**config.mk**
```make
export PLATFORM = sky130hd
export DESIGN_NAME = audio_voice_scheduler_flat
export DESIGN_NICKNAME = d
export VERILOG_FILES = /design/src/rtl/audio_voice_scheduler_pkg.sv /design/src/rtl/audio_voice_scheduler_if.sv /design/src/rtl/audio_voice_ctr.sv /design/src/rtl/audio_voice_scheduler.sv /design/src/flat_wrapper.sv
export SDC_FILE = /design/constraint.sdc
export NUM_CORES = 1
export LEC_CHECK = 0
export ABC_AREA = 0
export ABC_CLOCK_PERIOD_IN_PS = 3900
export CORE_MARGIN = 5
export CORE_UTILIZATION = 40
export CTS_BUF_LIST = sky130_fd_sc_hd__clkbuf_8 sky130_fd_sc_hd__clkbuf_16
export CTS_CLUSTER_DIAMETER = 30
export DETAILED_ROUTE_END_ITERATION = 16
export GPL_TIMING_DRIVEN = 0
export PLACE_DENSITY = 0.65
export SYNTH_ARGS = -nofsm -noshare
export SYNTH_HDL_FRONTEND = slang
export SYNTH_SLANG_ARGS = --single-unit
```
**constraint.sdc**
```tcl
create_clock -name clk -period 3.9 [get_ports clk]
set_input_delay 0.78 -clock clk [delete_from_list [all_inputs] [get_ports clk]]
set_output_delay 0.78 -clock clk [all_outputs]
set_load 0.005 [all_outputs]
```
**src/rtl/audio_voice_scheduler_pkg.sv**
```systemverilog
// Shared constants, clip table, FSM state type and output saturation for the
// voice scheduler.
package audio_pkg;

  localparam int NUM_VOICES = 4;
  localparam int SAMPLE_W   = 16;
  localparam int VIDX_W     = $clog2(NUM_VOICES);
  localparam int ACC_W      = SAMPLE_W + $clog2(NUM_VOICES);

  // Voice 0 is the looping background track; the rest are one-shot effects.
  localparam int unsigned CLIP_BASE [NUM_VOICES] = '{0, 88116, 88119, 88124};
  localparam int unsigned CLIP_LEN  [NUM_VOICES] = '{88116, 3, 5, 4};

  typedef enum logic [2:0] {IDLE, ISSUE, WAIT, ACCUM, OUTPUT} sched_state_t;

  localparam logic signed [ACC_W-1:0] SAT_MAX = ACC_W'((1 << (SAMPLE_W - 1)) - 1);
  localparam logic signed [ACC_W-1:0] SAT_MIN = ~SAT_MAX;

  function automatic logic signed [SAMPLE_W-1:0] saturate(input logic signed [ACC_W-1:0] a);
    if (a > SAT_MAX)      return SAMPLE_W'(SAT_MAX);
    else if (a < SAT_MIN) return SAMPLE_W'(SAT_MIN);
    else                  return SAMPLE_W'(a);
  endfunction

endpackage

```
**src/rtl/audio_voice_scheduler_if.sv**
```systemverilog
// Bundle of game-control, shared-ROM and codec signals around the scheduler.
interface audio_voice_scheduler_if #(
  parameter int NUM_VOICES = 4,
  parameter int ADDR_W     = 17,
  parameter int DATA_W     = 16
);
  logic                     sample_req;
  logic                     bg_enable;
  logic [NUM_VOICES-2:0]    sfx_trigger;
  logic [ADDR_W-1:0]        rom_addr;
  logic signed [DATA_W-1:0] rom_data;
  logic signed [DATA_W-1:0] audio_out;
  logic                     sample_valid;
  logic [NUM_VOICES-1:0]    voice_active;
  logic                     overrun;

  modport master (
    input  sample_req, bg_enable, sfx_trigger, rom_data,
    output rom_addr, audio_out, sample_valid, voice_active, overrun
  );

  modport slave (
    output sample_req, bg_enable, sfx_trigger, rom_data,
    input  rom_addr, audio_out, sample_valid, voice_active, overrun
  );
endinterface

```
**src/rtl/audio_voice_ctr.sv**
```systemverilog
// Per-voice clip position counter with active flag; looping voices follow an
// enable level, one-shot voices restart on a strobe and stop at clip end.
module audio_voice_ctr #(
  parameter int          ADDR_W = 17,
  parameter int unsigned LEN    = 4,
  parameter bit          LOOP   = 1'b0
) (
  input  logic              clk,
  input  logic              reset,
  input  logic              ctl,      // LOOP: play level; one-shot: restart strobe
  input  logic              advance,
  output logic [ADDR_W-1:0] pos,
  output logic              active
);

  localparam logic [ADDR_W-1:0] LAST = ADDR_W'(LEN - 1);

  logic at_end;
  assign at_end = (pos == LAST);

  always_ff @(posedge clk or posedge reset) begin
    if (reset) begin
      pos    <= '0;
      active <= 1'b0;
    end else if (LOOP) begin
      active <= ctl;
      if (advance) pos <= at_end ? '0 : pos + 1'b1;
    end else if (ctl) begin
      pos    <= '0;
      active <= 1'b1;
    end else if (advance) begin
      if (at_end) begin
        pos    <= '0;
        active <= 1'b0;
      end else begin
        pos <= pos + 1'b1;
      end
    end
  end

endmodule

```
**src/rtl/audio_voice_scheduler.sv**
```systemverilog
// Time-multiplexes one shared sample ROM between the clip voices and mixes one
// saturated sample per codec request.
module audio_voice_scheduler
  import audio_pkg::*;
#(
  parameter int          ADDR_W  = 17,
  parameter int          DATA_W  = SAMPLE_W,
  parameter int          ROM_LAT = 1,
  parameter int unsigned CLIP_BASE_TAB [NUM_VOICES] = CLIP_BASE,
  parameter int unsigned CLIP_LEN_TAB  [NUM_VOICES] = CLIP_LEN
) (
  input logic                     clk,
  input logic                     reset,
  audio_voice_scheduler_if.master bus
);

  localparam int WCNT_W = (ROM_LAT > 1) ? $clog2(ROM_LAT) : 1;

  sched_state_t              state, state_nxt;
  logic [VIDX_W-1:0]         v, v_nxt;
  logic [WCNT_W-1:0]         wcnt, wcnt_nxt;
  logic signed [ACC_W-1:0]   acc, acc_nxt;
  logic [NUM_VOICES-2:0]     pending;
  logic [ADDR_W-1:0]         rom_addr_q, rom_addr_nxt;
  logic signed [DATA_W-1:0]  audio_out_q;
  logic                      sample_valid_q;
  logic                      overrun_q;
  logic [ADDR_W-1:0]         pos        [NUM_VOICES];
  logic [ADDR_W-1:0]         voice_addr [NUM_VOICES];
  logic [NUM_VOICES-1:0]     active, advance;
  logic                      frame_start, hit;
  logic [VIDX_W-1:0]         hit_v;
  int                        scan_from;

  assign frame_start      = (state == IDLE) && bus.sample_req;
  assign bus.rom_addr     = rom_addr_q;
  assign bus.audio_out    = audio_out_q;
  assign bus.sample_valid = sample_valid_q;
  assign bus.overrun      = overrun_q;
  assign bus.voice_active = active;

  // Triggers landing in the consuming cycle survive into the next frame.
  always_ff @(posedge clk or posedge reset) begin
    if (reset)            pending <= '0;
    else if (frame_start) pending <= bus.sfx_trigger;
    else                  pending <= pending | bus.sfx_trigger;
  end

  for (genvar g = 0; g < NUM_VOICES; g++) begin : g_voice
    if (g == 0) begin : g_loop
      audio_voice_ctr #(.ADDR_W(ADDR_W), .LEN(CLIP_LEN_TAB[g]), .LOOP(1'b1)) u_ctr (
        .clk     (clk),
        .reset   (reset),
        .ctl     (bus.bg_enable),
        .advance (advance[g]),
        .pos     (pos[g]),
        .active  (active[g])
      );
    end else begin : g_shot
      audio_voice_ctr #(.ADDR_W(ADDR_W), .LEN(CLIP_LEN_TAB[g]), .LOOP(1'b0)) u_ctr (
        .clk     (clk),
        .reset   (reset),
        .ctl     (frame_start & pending[g-1]),
        .advance (advance[g]),
        .pos     (pos[g]),
        .active  (active[g])
      );
    end
    assign voice_addr[g] = ADDR_W'(CLIP_BASE_TAB[g]) + pos[g];
  end

  // Lowest active voice still to be visited; inactive voices cost no cycles.
  always_comb begin
    scan_from = (state == ISSUE) ? 0 : int'(v) + 1;
    hit       = 1'b0;
    hit_v     = '0;
    for (int i = NUM_VOICES - 1; i >= 0; i--) begin
      if (active[i] && i >= scan_from) begin
        hit   = 1'b1;
        hit_v = VIDX_W'(i);
      end
    end
  end

  always_comb begin
    state_nxt    = state;
    v_nxt        = v;
    wcnt_nxt     = wcnt;
    acc_nxt      = acc;
    rom_addr_nxt = rom_addr_q;
    advance      = '0;
    case (state)
      IDLE: begin
        if (bus.sample_req) begin
          acc_nxt   = '0;
          v_nxt     = '0;
          state_nxt = ISSUE;
        end
      end
      ISSUE, ACCUM: begin
        if (state == ACCUM) begin
          acc_nxt    = acc + ACC_W'(bus.rom_data);
          advance[v] = 1'b1;
        end
        if (hit) begin
          v_nxt        = hit_v;
          rom_addr_nxt = voice_addr[hit_v];
          wcnt_nxt     = '0;
          state_nxt    = WAIT;
        end else begin
          state_nxt = OUTPUT;
        end
      end
      WAIT: begin
        if (wcnt == WCNT_W'(ROM_LAT - 1)) state_nxt = ACCUM;
        else                              wcnt_nxt  = wcnt + 1'b1;
      end
      OUTPUT:  state_nxt = IDLE;
      default: state_nxt = IDLE;
    endcase
  end

  always_ff @(posedge clk or posedge reset) begin
    if (reset) begin
      state          <= IDLE;
      v              <= '0;
      wcnt           <= '0;
      rom_addr_q     <= '0;
      audio_out_q    <= '0;
      sample_valid_q <= 1'b0;
      overrun_q      <= 1'b0;
    end else begin
      state          <= state_nxt;
      v              <= v_nxt;
      wcnt           <= wcnt_nxt;
      rom_addr_q     <= rom_addr_nxt;
      sample_valid_q <= (state == OUTPUT);
      if (state == OUTPUT) audio_out_q <= DATA_W'(saturate(acc));
      if (bus.sample_req && state != IDLE) overrun_q <= 1'b1;
    end
  end

  always_ff @(posedge clk) begin
    acc <= acc_nxt;
  end

endmodule

```
**src/flat_wrapper.sv**
```systemverilog
// flat-port wrapper written by rule: the top's interface ports become plain ports
module audio_voice_scheduler_flat import audio_pkg::*;
#(
  parameter int          ADDR_W  = 17,
  parameter int          DATA_W  = SAMPLE_W,
  parameter int          ROM_LAT = 1,
  parameter int unsigned CLIP_BASE_TAB [NUM_VOICES] = CLIP_BASE,
  parameter int unsigned CLIP_LEN_TAB  [NUM_VOICES] = CLIP_LEN
)
  (clk, reset, bus_sample_req, bus_bg_enable, bus_sfx_trigger, bus_rom_data, bus_rom_addr, bus_audio_out, bus_sample_valid, bus_voice_active, bus_overrun);
  audio_voice_scheduler_if #(.NUM_VOICES(4), .ADDR_W(ADDR_W), .DATA_W(DATA_W)) bus_i ();
  input logic clk;
  input logic reset;
  input wire logic [$bits(bus_i.sample_req)-1:0] bus_sample_req;
  input wire logic [$bits(bus_i.bg_enable)-1:0] bus_bg_enable;
  input wire logic [$bits(bus_i.sfx_trigger)-1:0] bus_sfx_trigger;
  input wire logic [$bits(bus_i.rom_data)-1:0] bus_rom_data;
  output wire logic [$bits(bus_i.rom_addr)-1:0] bus_rom_addr;
  output wire logic [$bits(bus_i.audio_out)-1:0] bus_audio_out;
  output wire logic [$bits(bus_i.sample_valid)-1:0] bus_sample_valid;
  output wire logic [$bits(bus_i.voice_active)-1:0] bus_voice_active;
  output wire logic [$bits(bus_i.overrun)-1:0] bus_overrun;
  assign bus_i.sample_req = bus_sample_req;
  assign bus_i.bg_enable = bus_bg_enable;
  assign bus_i.sfx_trigger = bus_sfx_trigger;
  assign bus_i.rom_data = bus_rom_data;
  assign bus_rom_addr = bus_i.rom_addr;
  assign bus_audio_out = bus_i.audio_out;
  assign bus_sample_valid = bus_i.sample_valid;
  assign bus_voice_active = bus_i.voice_active;
  assign bus_overrun = bus_i.overrun;
  audio_voice_scheduler #(.ADDR_W(ADDR_W), .DATA_W(DATA_W), .ROM_LAT(ROM_LAT), .CLIP_BASE_TAB(CLIP_BASE_TAB), .CLIP_LEN_TAB(CLIP_LEN_TAB)) u_core (.clk(clk), .reset(reset), .bus(bus_i));
endmodule
```
==> impl_metrics.prom <==
# TYPE chip_impl_metric gauge
chip_impl_metric{name="insertedDiodeCount",unit=""} 0
chip_impl_metric{name="final-setup-viol-count",unit=""} 0
chip_impl_info{name="netlist_top_cells_count",value="115 x dfrtp_1, 103 x o21ai_0, 100 x nand2_1, 90 x nor2_1"} 1
chip_impl_metric{name="clock_tree.buffer_depth",unit=""} 2
chip_impl_metric{name="fin_crit_sh",unit="%"} 86.7
chip_impl_metric{name="grt_start_max_net_pins",unit=""} 60
chip_impl_info{name="synth_top_flop_cell",value="dfrtp_1"} 1
chip_impl_metric{name="finalNetCount",unit=""} 1109
chip_impl_metric{name="route.final.wire_length",unit="um"} 23500
chip_impl_metric{name="global_route_met1_usage",unit="%"} 26.7
chip_impl_metric{name="synth.lib_cells_used.distinct",unit=""} 78
chip_impl_metric{name="crit_arrival",unit="ns"} 3.54
chip_impl_metric{name="worst_slew_pin_slew",unit="ns"} 0.834
chip_impl_metric{name="netlist.area_leader.share",unit="%"} 33.8
chip_impl_metric{name="layout-drive-gt1-share",unit="%"} 7.51
chip_impl_info{name="synth.top_cells.by_area",value="dfrtp_1 34%, edfxtp_1 6.3%, o21ai_0 6.0%"} 1
chip_impl_metric{name="core_area",unit="um^2"} 21000
chip_impl_info{name="cts_tree",value="built"} 1
chip_impl_metric{name="power.ir.vdd_worst",unit="uV"} 451
chip_impl_metric{name="cts_hold_repair.buffers",unit=""} 0
chip_impl_metric{name="post_cts_buffers",unit=""} 0
chip_impl_metric{name="placementRows",unit=""} 53
chip_impl_metric{name="starting_density_of_the_core",unit="%"} 40.6
chip_impl_metric{name="syn-instance-count",unit=""} 971
chip_impl_metric{name="die-area",unit="um^2"} 24300
chip_impl_metric{name="number_of_standard_cells_in_the_final_layout_excluding_fillers",unit=""} 1340
chip_impl_metric{name="vias_per_cell",unit=""} 5.64
chip_impl_metric{name="period_needed",unit="ns"} 3.38
chip_impl_info{name="start_kind",value="input pin"} 1
chip_impl_metric{name="worst_ep_required_time",unit="ns"} 4.06
chip_impl_metric{name="drv_cap",unit=""} 0
chip_impl_metric{name="area_growth_syn_to_layout",unit="%"} 18.7
chip_impl_metric{name="timing.final.max_slew_violations",unit=""} 0
chip_impl_metric{name="grt.overflow.total",unit=""} 0
chip_impl_info{name="setup.worst_path.class",value="input pin to flip-flop"} 1
chip_impl_info{name="rsz0062_at_grt",value="no"} 1
chip_impl_metric{name="grt_util_met2",unit="%"} 31.7
chip_impl_metric{name="remaining_drc_errors",unit=""} 0
chip_impl_metric{name="placed_cells_incl_taps",unit=""} 1308
chip_impl_info{name="yosysTopAreaCell",value="dfrtp_1"} 1
chip_impl_metric{name="post_cts_resize_count",unit=""} 0
chip_impl_metric{name="synth.yosys.warnings",unit=""} 0
chip_impl_metric{name="clock_sink_count",unit=""} 133
chip_impl_metric{name="drt_iter0_markers",unit=""} 509
chip_impl_metric{name="timing.clock.skew",unit="ns"} 0.00723
chip_impl_metric{name="first_pass_grt_wire_length",unit="um"} 38000
chip_impl_metric{name="grt_overall_usage",unit="%"} 19.5
chip_impl_metric{name="io-pin-count",unit=""} 62
chip_impl_info{name="cts-root-buf",value="clkbuf_16"} 1
chip_impl_metric{name="power.total",unit="mW"} 7.44
chip_impl_metric{name="ctsHtreeMaxLevel",unit=""} 4
chip_impl_metric{name="cts_made_buffers",unit=""} 17
chip_impl_metric{name="io_buffer_count",unit=""} 61
chip_impl_metric{name="postSynthRegisterBits",unit=""} 133
chip_impl_metric{name="critical_path_peak_fanout",unit=""} 6
chip_impl_metric{name="power.static_leakage",unit="nW"} 4.15
chip_impl_metric{name="power-per-cell-area",unit="nW/um^2"} 735
chip_impl_metric{name="groute.layer.met3.usage",unit="%"} 3.22
chip_impl_metric{name="netlist_area_before_placement",unit="um^2"} 8530
chip_impl_metric{name="die_h",unit="um"} 156
chip_impl_metric{name="detailed_place_hpwl",unit="um"} 17500
chip_impl_metric{name="layout.filler_cells",unit=""} 1995
chip_impl_info{name="top_usage_layer",value="met2"} 1
chip_impl_metric{name="die_x",unit="um"} 156
chip_impl_metric{name="num_vias",unit=""} 7558
chip_impl_metric{name="wl_per_cell",unit="um"} 17.5
chip_impl_metric{name="synth.yosys.seq_area_share",unit="%"} 40.1
chip_impl_metric{name="worstSkewPairLatency",unit="ns"} 0.43
chip_impl_metric{name="clk_pin_slew_worst_paths",unit="ns"} 0.06
chip_impl_metric{name="async_reset_ff_share",unit="%"} 86.5
chip_impl_metric{name="gpl.final_weighted_congestion",unit=""} 0.904
chip_impl_metric{name="grt_pass1_vias",unit=""} 7041
chip_impl_info{name="min_path_type",value="flip-flop to flip-flop"} 1
chip_impl_metric{name="drtPass1Iterations",unit=""} 5
chip_impl_metric{name="synth.net_count",unit=""} 1028
chip_impl_info{name="post-synth-top-count-cell",value="dfrtp_1"} 1
chip_impl_metric{name="maxSlewHeadroom",unit="%"} 44.2
chip_impl_info{name="end_kind",value="flip-flop"} 1
chip_impl_metric{name="number_of_flops_mapped_to_enable_cells_by_yosys",unit=""} 18
chip_impl_metric{name="final-hold-violation-count",unit=""} 0
chip_impl_metric{name="syn_area_per_cell",unit="um^2"} 8.78
chip_impl_metric{name="final_antenna_net_count",unit=""} 0
chip_impl_metric{name="grt_antenna_before_repair",unit=""} 0
chip_impl_metric{name="max_freq",unit="GHz"} 0.296
chip_impl_info{name="outcome",value="finished, final reports clean"} 1
-- where the power goes --
part           switching, mW  leakage, nW  internal (mW)  total, mW
logic                   2.17         2.19           1.47       3.64
clock network          0.650        0.283           1.00       1.65
registers              0.318         1.68           1.83       2.15
total                   3.14         4.15           4.31       7.44
-- layout by cell type (no fill, tap or decap), drive strengths merged, types with 9 or more instances in the layout --
cell	instances
a211oi	15
a21o	12
a21oi	39
and2	9
and3	16
buf	28
clkbuf	55
clkdlybuf4s50	61
dfrtp	115
edfxtp	18
ha	33
inv	28
nand2	101
nand3	37
nand4	24
nor2	91
nor3	36
nor4	11
o211ai	9
o21a	11
o21ai	104
o31ai	15
or3	10
xnor2	30
xor2	33
-- kinds of logic after synthesis --
kind of cell	Yosys count	synth area share [%]
AOI/OAI and AO/OA	258	19.7
xor gates and xnor gates	63	6.47
adders and majority gates	34	5.08
buffers and inverters	89	4.58
DFF	133	40.1
muxes	11	1.34
and+or+nand+nor	383	22.7
-- flip-flops by register name (all words and copies together), names as in the netlist, 3 cells and up --
signal	flops
u_core.g_voice.g_shot.u_ctr.pos	51
u_core.bus.rom_addr	17
u_core.g_voice.g_shot.u_ctr.active	3
u_core.bus.audio_out	16
u_core.g_voice.g_loop.u_ctr.pos	17
u_core.pending	3
u_core.state	3
u_core.acc	18
-- routing by layer --
| metal | vias up | share of wire, % |
|---|---|---|
| met4 | 0 | 1.8 |
| li1 | 3698 | - |
| met3 | 37 | 6.4 |
| met2 | 246 | 47 |
| met1 | 3577 | 45 |
| met5 | - | 0 |
-- critical path, stage by stage --
cell and delay (ns):
clkdlybuf4s50_1 0.52, ha_1 0.21, inv_1 0.06, fa_1 0.39
nor2b_1 0.16, o21ai_0 0.17, a211o_1 0.43, a2111oi_0 0.60
o21a_1 0.18, nor3_1 0.04
-- area by class of cell --
cell class / instances / area (um^2) / area share, %
buffer: 63 / 293 / 2.89
clock buffer: 19 / 464 / 4.59
clock inverter: 13 / 146 / 1.45
inverter: 26 / 103 / 1.01
multi-input combinational: 749 / 4720 / 46.6
sequential: 133 / 3420 / 33.8
tap: 275 / 344 / 3.40
timing repair buffer: 62 / 638 / 6.30
-- worst paths after layout --
check / slack, ns / start / cells past startpoint / to
min in group asynchronous: 0.81 / reset / 2 / u_core.g_voice[2].g_shot.u_ctr.pos[9]$_DFFE_PP0P_
setup / recovery: 0.52 / bus_rom_data[0] / 10 / u_core.acc[14]$_SDFFCE_PP0P_
hold / removal: 0.48 / u_core.bus.audio_out[10]$_DFFE_PP0P_ / 2 / u_core.bus.audio_out[10]$_DFFE_PP0P_
setup reg to reg: 1.03 / u_core.v[0]$_DFFE_PP0P_ / 9 / u_core.bus.rom_addr[3]$_DFFE_PP0P_
max in group asynchronous: 2.42 / reset / 3 / u_core.g_voice[3].g_shot.u_ctr.pos[12]$_DFFE_PP0P_
hold reg to reg: 0.48 / u_core.bus.audio_out[10]$_DFFE_PP0P_ / 2 / u_core.bus.audio_out[10]$_DFFE_PP0P_
-- per-stage QoR --
step           hold slack (ns)  util, %  instance area, um^2  TNS, ns  worst slack [ns]
4_1_cts                  0.484     48.2                10100        0             0.522
2_1_floorplan            0.459        -                 8530        0            0.0759
5_1_grt                  0.504     48.2                10100        0             0.281
6_report                 0.477     48.2                10100        0             0.518
3_5_place_dp             0.469     45.3                 9510        0            0.0987
3_3_place_gp             0.451     45.1                 9480  -210.83             -1.84
Note: power is estimated with default switching activity, not from simulation.
